## config.mk

```make
export PLATFORM = sky130hd
export DESIGN_NAME = amm_write_master
export DESIGN_NICKNAME = d
export VERILOG_FILES = /design/src/rtl/amm_write_master.sv
export SDC_FILE = /design/constraint.sdc
export NUM_CORES = 1
export LEC_CHECK = 0
export CORE_ASPECT_RATIO = 1.75
export CORE_UTILIZATION = 59
export CTS_CLUSTER_SIZE = 10
export DETAILED_ROUTE_END_ITERATION = 8
export PLACE_DENSITY = 0.8
export SLEW_MARGIN = 20
export SYNTH_ARGS = -nofsm -noshare
export SYNTH_HDL_FRONTEND = slang
export SYNTH_SLANG_ARGS = --single-unit
```

## constraint.sdc

```tcl
create_clock -name clk -period 5.2 [get_ports clk]
set_input_delay 0.78 -clock clk [delete_from_list [all_inputs] [get_ports clk]]
set_output_delay 0.78 -clock clk [all_outputs]
set_load 0.05 [all_outputs]
```

## src/rtl/amm_write_master.sv

```systemverilog
`default_nettype none
// +----------------------------------------------------------------------------+
// | amm_write_master: FIFO-fed Avalon-MM burstless write master (IDLE/RUN).    |
// | Option: define AMM_WM_WORD_COUNT_EN to add the stat_words_written counter. |
// | Revision: 1.0                                                              |
// +----------------------------------------------------------------------------+
module amm_write_master #(
  parameter int ADDRESSWIDTH   = 28,
  parameter int DATAWIDTH      = 32,
  parameter int FIFODEPTH_LOG2 = 4
) (
  input  logic                      clk,
  input  logic                      reset,
  input  logic                      control_fixed_location,
  input  logic [ADDRESSWIDTH-1:0]   control_write_base,
  input  logic [ADDRESSWIDTH-1:0]   control_write_length,
  input  logic                      control_go,
  output logic                      control_done,
  input  logic                      user_write_buffer,
  input  logic [DATAWIDTH-1:0]      user_buffer_data,
  output logic                      user_buffer_full,
  output logic [ADDRESSWIDTH-1:0]   master_address,
  output logic                      master_write,
  output logic [DATAWIDTH/8-1:0]    master_byteenable,
  output logic [DATAWIDTH-1:0]      master_writedata,
  input  logic                      master_waitrequest
`ifdef AMM_WM_WORD_COUNT_EN
  ,
  output logic [31:0]               stat_words_written
`endif
);

  localparam int BPW   = DATAWIDTH / 8;
  localparam int DEPTH = 2 ** FIFODEPTH_LOG2;
  localparam logic [ADDRESSWIDTH-1:0]   C_BPW      = ADDRESSWIDTH'(BPW);
  localparam logic [ADDRESSWIDTH-1:0]   C_LEN_MASK = ~(C_BPW - ADDRESSWIDTH'(1));
  localparam logic [FIFODEPTH_LOG2:0]   C_DEPTH    = (FIFODEPTH_LOG2 + 1)'(DEPTH);
  localparam logic [FIFODEPTH_LOG2:0]   C_CNT_ONE  = (FIFODEPTH_LOG2 + 1)'(1);
  localparam logic [FIFODEPTH_LOG2-1:0] C_PTR_ONE  = FIFODEPTH_LOG2'(1);

  typedef enum logic [0:0] {
    IDLE = 1'b0,
    RUN  = 1'b1
  } state_t;

  state_t                    state_q, state_d;
  logic [DATAWIDTH-1:0]      mem_q [DEPTH];
  logic [FIFODEPTH_LOG2-1:0] wr_ptr_q, wr_ptr_d;
  logic [FIFODEPTH_LOG2-1:0] rd_ptr_q, rd_ptr_d;
  logic [FIFODEPTH_LOG2:0]   count_q, count_d;
  logic [ADDRESSWIDTH-1:0]   addr_q, addr_d;
  logic [ADDRESSWIDTH-1:0]   remaining_q, remaining_d;
  logic                      fixed_q, fixed_d;

  logic                      w_full;
  logic                      w_push;
  logic                      w_pop;
  logic [ADDRESSWIDTH-1:0]   w_len_trunc;

  assign w_full      = (count_q == C_DEPTH);
  assign w_push      = user_write_buffer & ~w_full;
  assign w_len_trunc = control_write_length & C_LEN_MASK;

  assign master_write      = (state_q == RUN) && (count_q != '0) && (remaining_q != '0);
  assign w_pop             = master_write & ~master_waitrequest;
  assign master_address    = addr_q;
  assign master_byteenable = '1;
  // Show-ahead: head word is read combinationally from the storage array.
  assign master_writedata  = mem_q[rd_ptr_q];
  assign control_done      = (state_q == IDLE);
  assign user_buffer_full  = w_full;

  always_ff @(posedge clk or negedge reset) begin
    if (!reset) begin
      state_q     <= IDLE;
      wr_ptr_q    <= '0;
      rd_ptr_q    <= '0;
      count_q     <= '0;
      addr_q      <= '0;
      remaining_q <= '0;
      fixed_q     <= 1'b0;
    end else begin
      state_q     <= state_d;
      wr_ptr_q    <= wr_ptr_d;
      rd_ptr_q    <= rd_ptr_d;
      count_q     <= count_d;
      addr_q      <= addr_d;
      remaining_q <= remaining_d;
      fixed_q     <= fixed_d;
    end
  end

  // Storage needs no reset; emptiness is tracked by the pointers and count.
  always_ff @(posedge clk) begin
    if (w_push) begin
      mem_q[wr_ptr_q] <= user_buffer_data;
    end
  end

  always_comb begin
    state_d     = state_q;
    wr_ptr_d    = wr_ptr_q;
    rd_ptr_d    = rd_ptr_q;
    count_d     = count_q;
    addr_d      = addr_q;
    remaining_d = remaining_q;
    fixed_d     = fixed_q;

    if (w_push) wr_ptr_d = wr_ptr_q + C_PTR_ONE;
    if (w_pop)  rd_ptr_d = rd_ptr_q + C_PTR_ONE;
    case ({w_push, w_pop})
      2'b10:   count_d = count_q + C_CNT_ONE;
      2'b01:   count_d = count_q - C_CNT_ONE;
      default: count_d = count_q;
    endcase

    case (state_q)
      IDLE: begin
        if (control_go) begin
          addr_d      = control_write_base;
          remaining_d = w_len_trunc;
          fixed_d     = control_fixed_location;
          if (w_len_trunc != '0) state_d = RUN;
        end
      end
      RUN: begin
        if (w_pop) begin
          remaining_d = remaining_q - C_BPW;
          if (!fixed_q) addr_d = addr_q + C_BPW;
          if (remaining_q == C_BPW) state_d = IDLE;
        end
      end
      default: state_d = IDLE;
    endcase
  end

`ifdef AMM_WM_WORD_COUNT_EN
  logic [31:0] stat_q;

  always_ff @(posedge clk or negedge reset) begin
    if (!reset) begin
      stat_q <= '0;
    end else if (w_pop) begin
      stat_q <= stat_q + 32'd1;
    end
  end

  assign stat_words_written = stat_q;
`endif

endmodule
`default_nettype wire

```

==> metrics <==
status finished, final reports clean; Routed WL approximately 57000 µm; I/O pins 161; PostCTS Resize Cnt 0; Post-synth EDFFs a little over 500; std cell rows 96; mean post-synth cell area roughly 19 µm²; ys async rst share 11.88%; Reg clk slew, reported paths 60 ps; global route overflow 0; Root Buffer clkbuf_16; post-synthesis sequential area ratio 72.15%; initial antenna violation count 3; Max VDD drop 0.3290 mV; Yosys cell types 70; Port Buf Inserts 154; Seq cells post-synth approximately 580; postcts setup bufs 0; vias in the first global route 13930; detailed placement HPWL 30940 µm; drt via density just under 7; Final Max Tran Viols 0; TNS Setup 0 ps; Final Cell Area ~0.028 mm²; Initial Util 60.16%; CP required 4420 ps; first-pass GRT wire length 86180 µm; Worst setup SP type register; unrepaired setup endpoints after global routing no; Hold Vio Cnt, Final 0; final setup fails 0; share of cells above drive strength 1 a little over a fifth; Static Leak ~0.009 µW; worst-margin pin slew around 1000 ps; ranking of synthesized cells by area edfxtp_1 65%, mux4_2 15%, dfrtp_1 7.3%; drt first pass iters 5; Max Clock Freq between 200 and 250 MHz; synthesis-to-layout area growth 17.46%; mean routed wirelength per cell 29.45 µm; Worst Setup End Kind output port; nets 1529; RePlAce Congestion 0.9133; Yosys top cell area share 64.87%; core area 0.03940 mm²; hold crit path type primary input to asynchronous set/reset pin; min Tclk post-route approximately 4500 ps; GRT Total Usage 29.00%; synth warn 0; clock buffer depth 3; Max-Cap Viols 0; dpl cell area 0.02593 mm²; # H-tree levels 3; Hold Buf Count CTS 0; die area 0.04101 mm²; Skew-Pair Late Insertion Delay 580 ps; Synth area leader edfxtp_1; Die Span X 153.5 µm; CP Max Fanout 45; Pwr per Cell Area 557.9 mW/mm²; TritonCTS clock tree done; Top FF cell, synth edfxtp_1; vias 13330; slew margin rel. 33.44%; antenna viol nets, final 0; clk sinks 581; drt drc 0; Die Y 267.1 µm; clock skew 22.00 ps; Post-Synthesis Cell Area 0.02370 mm²; fill count 2339; Tcrit/Tclk final ~87%; critical path type register to output port; DR iter-0 viols 1112; number of buffers created by CTS 68; cells after synthesis 1240; WP data arrival 3720 ps; largest net degree at the start of global routing 85
[cell type report]
cell class / instances / area [µm²] / share of cell area, %
diodes: 4 / 10.01 / 0.03596
inverters: 18 / 67.56 / 0.2427
well taps: 490 / 613.1 / 2.202
clock inverters: 2 / 17.52 / 0.06292
repair buffers: 185 / 1807 / 6.490
flip-flops and latches: 581 / 17110 / 61.47
multi-input cells: 568 / 6349 / 22.80
clock buffers: 94 / 1863 / 6.692
[worst max-delay path, stage by stage, from the launching register on]
cell	delay (ps)
dfrtp_4	800
buf_12	410
mux4_2	610
mux4_2	520
clkdlybuf4s50_1	790
[layout by cell type (no fill, tap or decap), types with 5 or more instances in the layout]
master           netlist  routed
dfrtp_1               69      64
buf_4                  6      28
mux2i_1                7       7
clkbuf_16              0      71
a32o_1                 5       5
nor2_4                 0      12
or4_1                  8       8
o21ai_0               19      19
a2bb2oi_1             11      11
a31oi_1               20      20
o22ai_1                5       5
edfxtp_1             512     512
nor4_1                12      10
nor3_1                20      16
xnor2_1                8       8
nand2_1               45      45
nand3_1               11      11
o22a_1                23      23
or3_1                  8       8
and3_1                 9       9
ha_1                  12      12
nor2_1                57      43
a21oi_1               29      29
clkdlybuf4s50_1        0     153
a22oi_1               11      11
clkbuf_1              47      23
nand4_1               10      10
mux4_2               160     160
a41oi_1                8       8
inv_1                 16      16
[Yosys cell counts (all sizes together), types with 5 or more instances]
cell type and number:
clkbuf 47, a22oi 11, or4 9, nand2 45, o22a 23, nand4 10
a31oi 20, nor2 58, or3 8, a41oi 8, mux4 160, inv 18
a32o 5, mux2i 7, o22ai 5, edfxtp 512, nor3 21, a2bb2oi 11
and3 9, o21ai 19, nand3 11, dfrtp 69, a21oi 29, buf 29
ha 12, nor4 14, xnor2 8
[state kept, by name (all words and copies together), names as in the netlist]
register / count
wr_ptr_q: 4
fixed_q: 1
state_q: 1
rd_ptr_q: 4
remaining_q: 26
master_address: 28
count_q: 5
mem_q: 512
[per-layer routing]
layer	global-route usage [%]	up-vias	wire length [µm]
li1	-	5502	-
met1	35.99	6838	20100
met2	49.72	846	29920
met3	5.631	147	5041
met4	13.03	0	2141
met5	0	-	0
[power breakdown]
group	internal [µW]	switching [µW]
sequential	5650	530
combinational	2220	2920
clock	2460	1750
total	10300	5190
[per-stage QoR]
stage                     total power, µW  utilization, %  setup WS (ps)  instances  hold WS (ps)
after floorplan                      9715               -           1211       1243         448.1
after global placement              11230           65.83           1319       1842         471.6
after detailed placement            11370           65.83           1294       1842         469.7
after CTS                           15620           70.60          626.7       1938         337.6
after global routing                16030           70.66          571.4       1941         380.4
final                               15530           70.66          699.4       1942         332.4
[path summary, 6_finish.rpt]
path / startpoint / endpoint / slack (ps) / cells past startpoint
min: reset / remaining_q[17]$_DFFE_PN0P_ / 330 / 1
max reg2reg: remaining_q[2]$_DFFE_PN0P_ / count_q[4]$_DFFE_PN0P_ / 1670 / 13
min in group clk: master_address[1]$_DFFE_PN0P_ / master_address[1]$_DFFE_PN0P_ / 480 / 2
min reg2reg: master_address[1]$_DFFE_PN0P_ / master_address[1]$_DFFE_PN0P_ / 480 / 2
max: rd_ptr_q[0]$_DFFE_PN0P_ / master_writedata[25] / 700 / 4
max in group asynchronous: reset / master_address[17]$_DFFE_PN0P_ / 3870 / 2
[cell families after synthesis]
| logic type | count (synthesis) | synth area share [%] |
|---|---|---|
| AOI/OAI and AO/OA | 165 | 5.015 |
| xor gates and xnor gates | 10 | 0.3696 |
| adders and majority gates | 13 | 0.7179 |
| buffers and inverters | 94 | 1.647 |
| DFF | 581 | 72.15 |
| muxes | 169 | 15.59 |
| other | 1 | 0.01582 |
| and+or+nand+nor | 207 | 4.487 |
(Power assumes the default switching activity.)
